$ cat src/rtl/counter_rr_scheduler.sv
// counter_rr_scheduler
//   Shares one counter datapath between NUM_REQ requesters. Start requests are
//   arbitrated round-robin. The winner's terminal count is latched, and the
//   datapath is sequenced clear -> run -> done. A done interrupt is held until the
//   owner acknowledges it.
//
// Ports
//   clk        in   system clock
//   rst_n      in   asynchronous active-low reset
//   req        in   per-requester start request (level)
//   stop_val   in   packed terminal counts, slice i = [i*CNT_W +: CNT_W]
//   ack        in   per-requester acknowledge of done (level)
//   cnt_done   in   datapath reached cnt_stop
//   cnt_clear  out  datapath synchronous clear (one cycle per job)
//   cnt_en     out  datapath count enable
//   cnt_stop   out  latched terminal count of the current job
//   grant      out  one-hot datapath owner, 0 when idle
//   irq_start  out  one-cycle start pulse to the owner
//   irq_done   out  done interrupt, held until ack
//   busy       out  high whenever not idle
module counter_rr_scheduler #(
    parameter int unsigned NUM_REQ = 4,
    parameter int unsigned CNT_W   = 16
) (
    input  logic                     clk,
    input  logic                     rst_n,
    input  logic [NUM_REQ-1:0]       req,
    input  logic [NUM_REQ*CNT_W-1:0] stop_val,
    input  logic [NUM_REQ-1:0]       ack,
    input  logic                     cnt_done,
    output logic                     cnt_clear,
    output logic                     cnt_en,
    output logic [CNT_W-1:0]         cnt_stop,
    output logic [NUM_REQ-1:0]       grant,
    output logic [NUM_REQ-1:0]       irq_start,
    output logic [NUM_REQ-1:0]       irq_done,
    output logic                     busy
);

    localparam int unsigned IDX_W = (NUM_REQ > 1) ? $clog2(NUM_REQ) : 1;

    typedef enum logic [1:0] {
        StIdle,
        StClear,
        StRun,
        StDoneWait
    } state_e;

    state_e             state_q;
    logic [IDX_W-1:0]   ptr_q;
    logic [IDX_W-1:0]   gidx_q;

    logic               found;
    logic [IDX_W-1:0]   winner;
    logic [IDX_W:0]     probe;
    logic [CNT_W-1:0]   win_stop;
    logic [NUM_REQ-1:0] win_onehot;
    logic [IDX_W-1:0]   ptr_next;

    // Round-robin search starting at ptr_q, wrapping at NUM_REQ.
    always_comb begin
        found      = 1'b0;
        winner     = '0;
        probe      = '0;
        win_stop   = '0;
        win_onehot = '0;
        for (int unsigned i = 0; i < NUM_REQ; i++) begin
            probe = {1'b0, ptr_q} + (IDX_W+1)'(i);
            if (probe >= (IDX_W+1)'(NUM_REQ)) begin
                probe = probe - (IDX_W+1)'(NUM_REQ);
            end
            if (!found && req[probe[IDX_W-1:0]]) begin
                found  = 1'b1;
                winner = probe[IDX_W-1:0];
            end
        end
        for (int unsigned i = 0; i < NUM_REQ; i++) begin
            if (winner == IDX_W'(i)) begin
                win_stop      = stop_val[i*CNT_W +: CNT_W];
                win_onehot[i] = found;
            end
        end
    end

    assign ptr_next = (gidx_q == IDX_W'(NUM_REQ - 1)) ? '0 : gidx_q + 1'b1;

    always_ff @(posedge clk or negedge rst_n) begin
        if (!rst_n) begin
            state_q   <= StIdle;
            ptr_q     <= '0;
            gidx_q    <= '0;
            grant     <= '0;
            cnt_stop  <= '0;
            cnt_clear <= 1'b0;
            cnt_en    <= 1'b0;
            irq_start <= '0;
            irq_done  <= '0;
            busy      <= 1'b0;
        end else begin
            // Clear and start pulse live for the CLEAR cycle only.
            cnt_clear <= 1'b0;
            irq_start <= '0;
            case (state_q)
                StIdle: begin
                    if (found) begin
                        state_q   <= StClear;
                        gidx_q    <= winner;
                        grant     <= win_onehot;
                        cnt_stop  <= win_stop;
                        cnt_clear <= 1'b1;
                        irq_start <= win_onehot;
                        busy      <= 1'b1;
                    end
                end
                StClear: begin
                    // A zero terminal count completes without any enable cycle.
                    if (cnt_stop == '0) begin
                        state_q  <= StDoneWait;
                        irq_done <= grant;
                    end else begin
                        state_q <= StRun;
                        cnt_en  <= 1'b1;
                    end
                end
                StRun: begin
                    if (cnt_done) begin
                        state_q  <= StDoneWait;
                        cnt_en   <= 1'b0;
                        irq_done <= grant;
                    end
                end
                StDoneWait: begin
                    if (ack[gidx_q]) begin
                        state_q  <= StIdle;
                        irq_done <= '0;
                        grant    <= '0;
                        ptr_q    <= ptr_next;
                        busy     <= 1'b0;
                    end
                end
                default: state_q <= StIdle;
            endcase
        end
    end

endmodule

$ cat config.mk
export PLATFORM = sky130hd
export DESIGN_NAME = counter_rr_scheduler
export DESIGN_NICKNAME = d
export VERILOG_FILES = /design/src/rtl/counter_rr_scheduler.sv
export SDC_FILE = /design/constraint.sdc
export NUM_CORES = 1
export LEC_CHECK = 0
export CAP_MARGIN = 20
export CELL_PAD_IN_SITES_DETAIL_PLACEMENT = 2
export CELL_PAD_IN_SITES_GLOBAL_PLACEMENT = 2
export CORE_UTILIZATION = 35
export CTS_CLUSTER_SIZE = 30
export DETAILED_ROUTE_END_ITERATION = 7
export DONT_BUFFER_PORTS = 1
export PLACE_DENSITY = 0.81
export SYNTH_ARGS = -nofsm -noshare
export SYNTH_HDL_FRONTEND = slang
export SYNTH_SLANG_ARGS = --single-unit
$ cat constraint.sdc
create_clock -name clk -period 4.28 [get_ports clk]
set_input_delay 0.428 -clock clk [delete_from_list [all_inputs] [get_ports clk]]
set_output_delay 0.428 -clock clk [all_outputs]
set_load 0.05 [all_outputs]
---- Word level (Yosys, flattened, before mapping) ----
Cells that the tools add are included.
word-level totals
  register bits ........................... 37
  bits in latches ......................... 0
  RAM bits ................................ 0
  bits in read-only memories .............. 0
  bits of input ports ..................... 75
  output and inout port bits .............. 31
  word-level logic and storage cells ...... 109
  memories ................................ 0
cells by class
  $add $sub $neg .......................... 8
  $mul .................................... 0
  divide/modulo/power cells ............... 0
  magnitude comparators ................... 9
  eq/ne operators ......................... 12
  shift operators ......................... 0
  multiplexer cells ....................... 52
  bitwise logic cells ..................... 0
  reduce and logical (&&, ||, !) cells .... 18
operator list
  operator             count
  $mux 16              4
  $mux 2               12
  $mux 4               6
  $mux 1               20
  $logic_not 16->1     1
  $lt 2x3->1 const B   5
  $pmux 4 s3           1
  $bmux 1 s2           5
  $eq 2x2->1 const B   5
  $ne 2x2->1 const B   5
  $ge 3x3->1 const B   3
  $reduce_and 3->1     3
  $pmux 2 s4           1
  $pmux 4 s2           1
  $sub 2x1->2 const B  4
  $add 2x2->3 const B  2
  $eq 2x1->1 const B   2
  $logic_not 2->1      2
  $pmux 1 s2           2
  $reduce_and 2->1     2
  $reduce_and 4->1     1
  $reduce_bool 2->1    2
  $add 2x1->3 const B  1
  $ge 2x3->1 const B   1
  4 further kinds      8

---- Depth between registers and ports, before layout ----
Gate-level depths: netlist of run 1.
  depth after elaboration ................. 19
  mapped depth ............................ 7
  mapped depth without buffers ............ 6

---- Worst setup path before layout of run 1 ----
Ideal clock, no wire load.
  kind .................................... reg-to-reg
  from .................................... reg cnt_stop[2]
  to ...................................... reg irq_done[0]
  library setup time ...................... 125 ps
  data arrival time ....................... 1639 ps
  data required time ...................... 4155 ps
  path slack .............................. 2516 ps
  cell stages (with the launch flop) ...... 6
  buffers on the path ..................... 0
  clock period less this slack ............ 1764 ps
  cells stage by stage .................... dfrtp_1 nor4_1 nand4_1 nand2_1 o311a_4 mux2_4
on the way
  cells in the longest elaborated chain, start to end .. 3
ends and longest elaborated chain
  element                            line  RTL
  start: declaration                 33    output logic [CNT_W-1:0] cnt_stop,
  start signal: assignment           109   cnt_stop <= win_stop;
  $logic_not 16->1                   117   if (cnt_stop == '0) begin
  $ne 2x2->1 (no source line)        n/a
  $reduce_and 4->1 (no source line)  n/a
  end signal: assignment             119   irq_done <= grant;
  end signal: assignment             129   irq_done <= grant;
  end: declaration                   36    output logic [NUM_REQ-1:0] irq_done,
No other way between the ends.
A chain may end at the register's enable or synchronous reset.

---- Worst setup path in the final report of run 1 ----
  from .................................... reg ptr_q[1]
  to ...................................... reg grant[3]
on the way
  cells in the longest elaborated chain, start to end .. 18
  elaborated cells between the ends (all ways) .. 43
  those cells by class .................... add/sub (7); order compare (4); eq/ne (2); mux (23); reduce/logical (7)
ends and longest elaborated chain
  element                                               line  RTL
  start: declaration                                    50    logic [IDX_W-1:0] ptr_q;
  start signal: assignment                              137   ptr_q <= ptr_next;
  branches (longest 18 deep; another with $add 2x1->3)  n/a
  end signal: assignment                                108   grant <= win_onehot;
  end: declaration                                      34    output logic [NUM_REQ-1:0] grant,
Parallel ways; which one is timed is not known. The select of a mux whose other input is x is not followed.

==> flow_metrics.env, run 1 <==
export IMPL_outcome="finished, final reports clean"
export IMPL_synth_cells=225
export IMPL_crit_fanout=17
export IMPL_netSwitchingPower_mw=1.190
export IMPL_grt_pass1_wl_mm=10.29
export IMPL_r2r_setup_slack_ps=1990
export IMPL_synthAdderAreaFrac_pct=2.793
export IMPL_ant_nets=0
export IMPL_post_synth_mux_area_share_pct=12.29
export IMPL_power_mw=2.260
export IMPL_p_comb_share_pct=35.5
export IMPL_finalSetupViolations=0
export IMPL_grt_pass1_vias=1922
export IMPL_worstMarginPinSlew_ps=683.6
export IMPL_cts_buffers=5
export IMPL_synth_xor_area_share_pct=0
export IMPL_synth_nets=305
export IMPL_synth_compound_area_share_pct=23.58
export IMPL_dieArea_mm2=0.006723
export IMPL_use_met2_pct=34.55
export IMPL_grt_antenna_before_repair=0
export IMPL_vias=1806
export IMPL_drtIter0Drc=48
export IMPL_tns_ps=0
export IMPL_ys_seq_area_share_pct=41.34
export IMPL_vdd_drop_max_uv=326.2
export IMPL_fp_dieW_um=82.00
export IMPL_p_clk_share_pct=16.3
export IMPL_yosys_top_cells_count="dfrtp_1 (37), nand2_1 (27), o21ai_0 (21), mux2i_1 (17), o211ai_1 (17)"
export IMPL_yosys_top_cells_area="dfrtp_1 (41%), mux2i_1 (7.6%), a211o_1 (6.3%)"
export IMPL_synth_edf_count=0
export IMPL_io_pins=106
export IMPL_clock_sinks=37
export IMPL_grt_use_met3_pct=5.889
export IMPL_power_internal_mw=1.071
export IMPL_synth_seq_cells=37
export IMPL_rsz0062_at_grt="false"
export IMPL_grt_usage_pct=20.54
export IMPL_io_buffers=0
export IMPL_synth_simple_area_share_pct=14.75
export IMPL_crit_required_ps=4510
export IMPL_yosysTopAreaCell="dfrtp_1"
export IMPL_initial_core_util_pct=36.95
export IMPL_timing_final_crit_share_pct=53.42
export IMPL_fmax_mhz=437.3
export IMPL_crit_slowest_cell="o22a_1"
export IMPL_worstSetupPathType="flip-flop to flip-flop"
export IMPL_clock_latency_ps=290
export IMPL_clock_skew_final_ps=10.15
export IMPL_drc=0
export IMPL_slew_violations=0
export IMPL_power_switching_share_pct=52.63
export IMPL_drt_wl_total_mm=6.615
export IMPL_drt_pass1_iterations=4
export IMPL_cts_root_buffer="clkbuf_8"
export IMPL_synth_top_area_share_pct=41.34
export IMPL_grt_max_degree=41
export IMPL_start_kind="flip-flop"
export IMPL_layoutNonFillerInstCount=298
export IMPL_seq_power_share_pct=48.2
export IMPL_critPathCaptureType="flip-flop"
export IMPL_slew_headroom_pct=54.43
export IMPL_ys_async_sr_fraction_pct=100.0
export IMPL_yosysWarnings=0
export IMPL_placed_area_mm2=0.002275
export IMPL_viasPerCell=6.060
export IMPL_synth_top_family_by_area="compound AO/OA/AOI/OAI gates"
export IMPL_synth_most_common_cell="dfrtp_1"
export IMPL_cap_violations=0
export IMPL_synth_cell_type_count=40
export IMPL_gp_congestion=0.7335
export IMPL_hold_path_class="input pin to flip-flop"
export IMPL_htreeDepth=2
export IMPL_cp_arrival_ps=2510
export IMPL_synth_area_mm2=0.002240
export IMPL_clockBufferDepth=2
export IMPL_syn_avg_cell_area_um2=9.954
export IMPL_top_usage_layer="met2"
export IMPL_std_cell_rows=28
export IMPL_min_period_ps=2287
export IMPL_fin_area_mm2=0.002442
export IMPL_n_antenna_cell=0
export IMPL_path_clk_slew_ps=80
export IMPL_nets=302
export IMPL_wl_per_cell_um=22.20
export IMPL_max_stage_delay_ps=620
export IMPL_syn_to_final_growth_pct=9.050
export IMPL_cts_tree="yes"
export IMPL_whs_ps=357.3
export IMPL_crit_path_cell_trace="mux2i_1 -> o22a_1 -> nand2_1 -> nor3_1 -> a22o_1"
export IMPL_die_h_um=82.00
export IMPL_ys_flop_type="dfrtp_1"
export IMPL_hold_viol_final=0
export IMPL_grt_ovfl_total=0
export IMPL_drive_gt1_share_pct=12.56
export IMPL_place_inst=288
export IMPL_grt_util_met1_pct=26.64
export IMPL_p_leak_nw=1.043
export IMPL_core_area_mm2=0.006061
export IMPL_hpwlAfterDp_mm=4.848
export IMPL_p_per_area_mw_per_mm2=925.4
[registers in the layout (all words and copies together) (netlist names)]
signal	count
irq_start	4
busy	1
state_q	2
grant	4
gidx_q	2
cnt_stop	16
irq_done	4
cnt_clear	1
ptr_q	2
cnt_en	1
[cell type report]
type | instances | area [um^2]
Fill cell | 649 | 3618
Multi-Input combinational cell | 165 | 1199
Sequential cell | 37 | 925.9
Tap cell | 75 | 93.84
Clock buffer | 5 | 68.82
Clock inverter | 3 | 68.82
Timing Repair Buffer | 6 | 60.06
Inverter | 7 | 26.28
[per-stage QoR]
stage | setup slack, ps | utilization, %
floorplan | 2516 | -
global placement | 2032 | 37.53
detailed placement | 1973 | 37.53
CTS | 1984 | 40.30
global route | 1816 | 40.30
finish | 1993 | 40.30
[worst max-delay path, delay by kind of cell, from the launching register on]
kind | cells | cell delay, ps
AOI/OAI and AO/OA | 2 | 820
DFF | 1 | 500
muxes | 1 | 320
and+or+nand+nor | 2 | 590
[per-layer routing]
metal  share of wire [%]  wire length (um)
met4                0.29                19
met5                   0                 0
met2                  50              3332
met3                 6.3               416
met1                  43              2846
[cell usage in the layout (no fill, tap or decap), types with 3 or more instances in the layout]
master | netlist | layout
nor3_1 | 3 | 3
buf_4 | 4 | 4
a211o_1 | 16 | 16
mux2_4 | 4 | 4
ha_1 | 5 | 5
nand2_1 | 27 | 27
nor4_1 | 5 | 5
inv_1 | 7 | 7
nor2_1 | 4 | 3
o21ai_0 | 21 | 21
mux2i_1 | 17 | 17
a21oi_1 | 3 | 3
dfrtp_1 | 37 | 37
o211ai_1 | 17 | 17
clkbuf_8 | 0 | 5
nor2b_1 | 4 | 4
nand3_1 | 16 | 16
[power groups by stage]
stage	Sequential (mW)	Clock, mW	Combinational (mW)
2_1_floorplan	1.05	0	0.657
3_3_place_gp	1.10	0	0.762
3_5_place_dp	1.11	0	0.803
4_1_cts	1.10	0.380	0.818
5_1_grt	1.12	0.393	0.894
6_report	1.09	0.368	0.802
[final timing paths]
path,from,end,cells past startpoint
min reg2reg,ptr_q[0],ptr_q[0],2
max in group asynchronous,rst_n,cnt_stop[7],2
min,stop_val[5],cnt_stop[5],2
max reg2reg,ptr_q[1],grant[3],5
max,ptr_q[1],grant[3],5
min in group asynchronous,rst_n,irq_start[0],2
[logic make-up after synthesis]
family,count (synthesis)
flops,37
buf+inv,23
fa+ha+maj,5
compound gates,70
mux,24
simple gates,66
[timing repair]
item                      in CTS  in global routing
hold buffers                   2                  0
gates resized for setup        0                  0
setup buffers                  0                  0
hold endpoints to repair      37                  0
Power figures use the tool's default switching activity.
==> run 2: changes to the inputs <==
--- a/config.mk
+++ b/config.mk
@@ -8,11 +8,11 @@
 export CAP_MARGIN = 20
 export CELL_PAD_IN_SITES_DETAIL_PLACEMENT = 2
 export CELL_PAD_IN_SITES_GLOBAL_PLACEMENT = 2
-export CORE_UTILIZATION = 35
+export CORE_UTILIZATION = 32
 export CTS_CLUSTER_SIZE = 30
 export DETAILED_ROUTE_END_ITERATION = 7
 export DONT_BUFFER_PORTS = 1
-export PLACE_DENSITY = 0.81
+export PLACE_DENSITY = 0.78
 export SYNTH_ARGS = -nofsm -noshare
 export SYNTH_HDL_FRONTEND = slang
 export SYNTH_SLANG_ARGS = --single-unit
==> constraint.sdc (replaced) <==
create_clock -name clk -period 1.95 [get_ports clk]
set_input_delay 0.195 -clock clk [delete_from_list [all_inputs] [get_ports clk]]
set_output_delay 0.195 -clock clk [all_outputs]
set_load 0.05 [all_outputs]
==> run 2 against run 1 <==
Utilization down 0.35 points. Global-route usage down 0.51 points. Die area up 9.1%. Maximum frequency up 24%. Critical endpoint is now irq_done[0]. Largest power group is now combinational logic.
==> flow_metrics.env, run 2 (synthesis results as in run 1) <==
export IMPL_crit_path_cell_trace="mux4_2 -> nand2b_4 -> a21boi_4 -> o311a_4 -> mux2_4"
export IMPL_final_cell_mix="dfrtp_1 (37), nand2_1 (27), buf_4 (26)"
export IMPL_clockBufferDepth=2
export IMPL_path_delay_family="multiplexers"
export IMPL_io_pins=106
export IMPL_rsz0062_at_grt="false"
export IMPL_hpwlAfterDp_mm=5.437
export IMPL_p_per_area_mw_per_mm2=1996
export IMPL_cp_depth=5
export IMPL_grt_pass1_vias=2108
export IMPL_hold_path_class="input pin to flip-flop"
export IMPL_n_antenna_cell=0
export IMPL_outcome="finished, final reports clean"
export IMPL_htreeDepth=2
export IMPL_grt_usage_pct=20.03
export IMPL_worstSetupPathType="flip-flop to flip-flop"
export IMPL_drt_wl_total_mm=7.090
export IMPL_grt_ovfl_total=0
export IMPL_cap_violations=0
export IMPL_std_cell_rows=30
export IMPL_reg2reg_from="gidx_q[0]"
export IMPL_drc=0
export IMPL_worstMarginPinSlew_ps=533.6
export IMPL_drt_met1_wl_mm=2.964
export IMPL_drt_pass1_iterations=4
export IMPL_fmax_mhz=544.3
export IMPL_nets=328
export IMPL_max_stage_delay_ps=530
export IMPL_fin_ws_ps=112.9
export IMPL_crit_slowest_cell="mux4_2"
export IMPL_wl_per_cell_um=20.55
export IMPL_viasPerCell=5.591
export IMPL_die_h_um=85.66
export IMPL_finalSetupViolations=0
export IMPL_tns_ps=0
export IMPL_grt_pass1_wl_mm=11.19
export IMPL_r2r_setup_slack_ps=110
export IMPL_gp_congestion=0.7371
export IMPL_slew_headroom_pct=64.43
export IMPL_reg2reg_to="irq_done[0]"
export IMPL_min_period_ps=1837
export IMPL_cts_tree="yes"
export IMPL_holdPathStages=2
export IMPL_fin_area_mm2=0.002714
export IMPL_clock_skew_final_ps=5.817
export IMPL_hold_viol_final=0
export IMPL_clock_latency_ps=290
export IMPL_critPathCaptureType="flip-flop"
export IMPL_top_register="cnt_stop"
export IMPL_vias=1929
export IMPL_clock_sinks=37
export IMPL_grt_antenna_before_repair=1
export IMPL_final_common_cell="dfrtp_1"
export IMPL_drive_gt1_share_pct=21.69
export IMPL_placed_area_mm2=0.002546
export IMPL_syn_to_final_growth_pct=21.17
export IMPL_drtIter0Drc=46
export IMPL_fp_dieW_um=85.66
export IMPL_crit_fanout=4
export IMPL_ant_nets=0
export IMPL_largest_reg_flops=16
export IMPL_start_kind="flip-flop"
export IMPL_worstSetupEndpoint="irq_done[0]"
export IMPL_crit_start="gidx_q[0]"
export IMPL_post_cts_buffers=0
export IMPL_p_leak_nw=1.187
export IMPL_dieArea_mm2=0.007338
export IMPL_slew_violations=0
export IMPL_initial_core_util_pct=32.97
export IMPL_cts_buffers=5
export IMPL_timing_final_crit_share_pct=94.21
export IMPL_highest_layer="met5"
export IMPL_io_buffers=0
export IMPL_crit_required_ps=2130
export IMPL_vdd_drop_max_uv=527.8
export IMPL_detailedPlace_worstSlack_ps=88.44
export IMPL_path_clk_slew_ps=80
export IMPL_wl_met3_um=437
export IMPL_crit_buf_inv=0
export IMPL_cp_arrival_ps=2010
export IMPL_grt_max_degree=38
export IMPL_cts_root_buffer="clkbuf_8"
export IMPL_wl_met2_mm=3.571
export IMPL_core_area_mm2=0.006794
export IMPL_ff2ff_path_depth=5
-- run 2: changes by cell type in the layout (fill, tap and decap cells not counted), sizes merged --
cell  before  now
buf        5   31
-- run 2: cell type report --
| class | count | area (um^2) |
|---|---|---|
| clock inverter | 3 | 68.82 |
| tap | 96 | 120.1 |
| inverter | 7 | 26.28 |
| sequential | 37 | 925.9 |
| fill | 757 | 4080 |
| timing repair buffer | 32 | 305.3 |
| multi-input combinational | 165 | 1199 |
| clock buffer | 5 | 68.82 |
-- run 2: power breakdown --
group / switching (mW) / internal (mW) / total, mW
logic: 1.75 / 1.08 / 2.83
clock network: 0.303 / 0.515 / 0.818
registers: 0.665 / 1.10 / 1.77
total: 2.72 / 2.70 / 5.42
-- run 2: worst min-delay path by stage --
stage / end / slack (ps) / from
CTS: cnt_stop[4] / 120 / stop_val[4]
floorplan: busy / -100 / rst_n
finish: cnt_stop[4] / 120 / stop_val[4]
detailed placement: cnt_en / -100 / rst_n
global placement: ptr_q[0] / -100 / rst_n
global route: cnt_stop[4] / 140 / stop_val[4]
-- run 2: layer usage --
metal,vias to the layer above,global-route usage [%]
li1,879,-
met1,969,23.86
met2,71,35.42
met3,8,5.679
met4,2,5.303
met5,-,0
-- run 2: what timing repair did --
| action | 4_1_cts | 5_1_grt |
|---|---|---|
| hold endpoints to repair | 37 | 0 |
| gates resized for setup | 0 | 0 |
| hold buffers | 2 | 0 |
-- run 2: metrics by stage --
step,power (mW),hold slack [ps],std cells,util (%)
finish,5.418,124.0,345,39.94
global route,5.729,138.5,345,39.94
CTS,5.499,117.5,345,39.94
detailed placement,4.639,-99.51,335,37.48
global placement,4.513,-99.13,335,37.48
floorplan,3.740,-100.6,225,-
==> run 3: changes to the inputs <==
--- a/config.mk
+++ b/config.mk
@@ -8,11 +8,12 @@
 export CAP_MARGIN = 20
 export CELL_PAD_IN_SITES_DETAIL_PLACEMENT = 2
 export CELL_PAD_IN_SITES_GLOBAL_PLACEMENT = 2
-export CORE_UTILIZATION = 32
+export CORE_UTILIZATION = 35
 export CTS_CLUSTER_SIZE = 30
 export DETAILED_ROUTE_END_ITERATION = 7
 export DONT_BUFFER_PORTS = 1
-export PLACE_DENSITY = 0.78
+export PLACE_DENSITY = 0.88
+export SKIP_CTS_REPAIR_TIMING = 1
 export SYNTH_ARGS = -nofsm -noshare
 export SYNTH_HDL_FRONTEND = slang
 export SYNTH_SLANG_ARGS = --single-unit
==> constraint.sdc (replaced) <==
create_clock -name clk -period 2.2 [get_ports clk]
set_input_delay 0.22 -clock clk [delete_from_list [all_inputs] [get_ports clk]]
set_output_delay 0.22 -clock clk [all_outputs]
set_load 0.05 [all_outputs]
==> run 3 against run 2 <==
Via count shrank 1.9%. Largest power group unchanged. Die area decreased by 8.4%. Critical path type unchanged. Worst setup slack improved by 84 ps.
==> flow_metrics.env, run 3 (synthesis results as in run 1) <==
export IMPL_cts_buffers=5
export IMPL_tns_ps=0
export IMPL_max_stage_delay_ps=490
export IMPL_viasPerCell=5.931
export IMPL_grt_ovfl_total=0
export IMPL_placed_area_mm2=0.002432
export IMPL_largest_reg_flops=16
export IMPL_n_antenna_cell=0
export IMPL_start_kind="flip-flop"
export IMPL_outcome="finished, final reports clean"
export IMPL_cp_arrival_ps=2250
export IMPL_syn_to_final_growth_pct=15.42
export IMPL_slew_violations=0
export IMPL_vias=1892
export IMPL_core_area_mm2=0.006061
export IMPL_worstMarginPinSlew_ps=686.2
export IMPL_crit_fanout=8
export IMPL_seq_area_um2=925.9
export IMPL_p_per_area_mw_per_mm2=1786
export IMPL_io_buffers=0
export IMPL_cp_depth=5
export IMPL_min_period_ps=2003
export IMPL_hold_path_class="input pin to flip-flop"
export IMPL_ant_nets=0
export IMPL_detailedPlace_worstSlack_ps=179.1
export IMPL_clockBufferDepth=2
export IMPL_io_pins=106
export IMPL_drc=0
export IMPL_crit_start="ptr_q[1]"
export IMPL_vdd_drop_max_uv=669.7
export IMPL_grt_usage_pct=22.99
export IMPL_htreeDepth=2
export IMPL_std_cell_rows=28
export IMPL_initial_core_util_pct=36.95
export IMPL_critPathCaptureType="flip-flop"
export IMPL_drt_pass1_iterations=4
export IMPL_finalSetupViolations=0
export IMPL_multi_input_area_mm2=0.001199
export IMPL_fmax_mhz=499.3
export IMPL_grt_pass1_wl_mm=11.10
export IMPL_clock_sinks=37
export IMPL_crit_path_cell_trace="mux2i_1 -> o22a_1 -> nand2_1 -> nor3_1 -> a22o_1"
export IMPL_cap_violations=0
export IMPL_reg2reg_to="grant[3]"
export IMPL_fin_area_mm2=0.002585
export IMPL_nFillCells=644
export IMPL_rsz0062_at_grt="false"
export IMPL_final_cell_mix="dfrtp_1 (37), nand2_1 (27), buf_4 (25)"
export IMPL_cts_tree="yes"
export IMPL_fp_dieW_um=82.00
export IMPL_cts_root_buffer="clkbuf_8"
export IMPL_crit_required_ps=2440
export IMPL_path_delay_family="simple AND/OR/NAND/NOR gates"
export IMPL_grt_antenna_before_repair=0
export IMPL_grt_pass1_vias=2097
export IMPL_clock_latency_ps=300
export IMPL_grt_max_degree=38
export IMPL_drt_wl_total_mm=7.111
export IMPL_worstSetupPathType="flip-flop to flip-flop"
export IMPL_slew_headroom_pct=54.14
export IMPL_final_common_cell="dfrtp_1"
export IMPL_hold_viol_final=0
export IMPL_gp_congestion=0.7608
export IMPL_clock_skew_final_ps=5.333
export IMPL_utilization_pct=42.65
export IMPL_place_inst=309
export IMPL_hpwlAfterDp_mm=5.491
export IMPL_fin_ws_ps=197.1
export IMPL_crit_buf_inv=0
export IMPL_worstSetupEndpoint="grant[3]"
export IMPL_crit_slowest_cell="dfrtp_1"
export IMPL_top_register="cnt_stop"
export IMPL_dieArea_mm2=0.006723
export IMPL_drive_gt1_share_pct=20.08
export IMPL_ff2ff_path_depth=5
export IMPL_reg2reg_from="ptr_q[1]"
export IMPL_timing_final_crit_share_pct=91.04
export IMPL_die_h_um=82.00
export IMPL_wl_per_cell_um=22.29
export IMPL_path_clk_slew_ps=80
export IMPL_r2r_setup_slack_ps=200
export IMPL_nets=323
export IMPL_drtIter0Drc=127
export IMPL_p_leak_nw=1.136
export IMPL_layoutNonFillerInstCount=319
## run 3: how the worst min path moves through the flow
stage | cells past startpoint | slack [ps] | to | from
6_report | 2 | 150 | cnt_stop[4] | stop_val[4]
5_1_grt | 2 | 160 | cnt_stop[3] | stop_val[3]
2_1_floorplan | 0 | -80 | busy | rst_n
3_5_place_dp | 0 | -70 | irq_start[3] | rst_n
3_3_place_gp | 0 | -70 | state_q[0] | rst_n
4_1_cts | 0 | -410 | irq_done[3] | rst_n
## run 3: stage by stage
| stage | hold slack, ps | total power [mW] |
|---|---|---|
| floorplan | -75.59 | 3.315 |
| global placement | -74.07 | 3.894 |
| detailed placement | -74.77 | 4.027 |
| CTS | -408.6 | 4.651 |
| global route | 157.7 | 4.886 |
| finish | 149.6 | 4.616 |
## run 3: final cells by class
class	instances	area share [%]
Clock buffer	5	2.662
Clock inverter	3	1.791
Inverter	7	1.016
Multi-Input combinational cell	165	46.37
Sequential cell	37	35.82
Tap cell	75	3.630
Timing Repair Buffer	27	8.712
## run 3: layer usage
metal | global-route usage (%) | wire length [um] | up-vias | share of wire (%)
met5 | 0 | 0 | - | 0
met4 | 7.719 | 115 | 0 | 1.6
met3 | 6.333 | 450 | 9 | 6.3
met2 | 42.23 | 3721 | 76 | 52
met1 | 25.17 | 2822 | 937 | 40
li1 | - | - | 870 | -
## run 3: where the power goes
group | internal [mW] | switching [mW] | total [mW]
Clock | 0.340 | 0.281 | 0.621
Sequential | 0.977 | 0.595 | 1.57
Combinational | 0.881 | 1.54 | 2.42
Total | 2.20 | 2.42 | 4.62
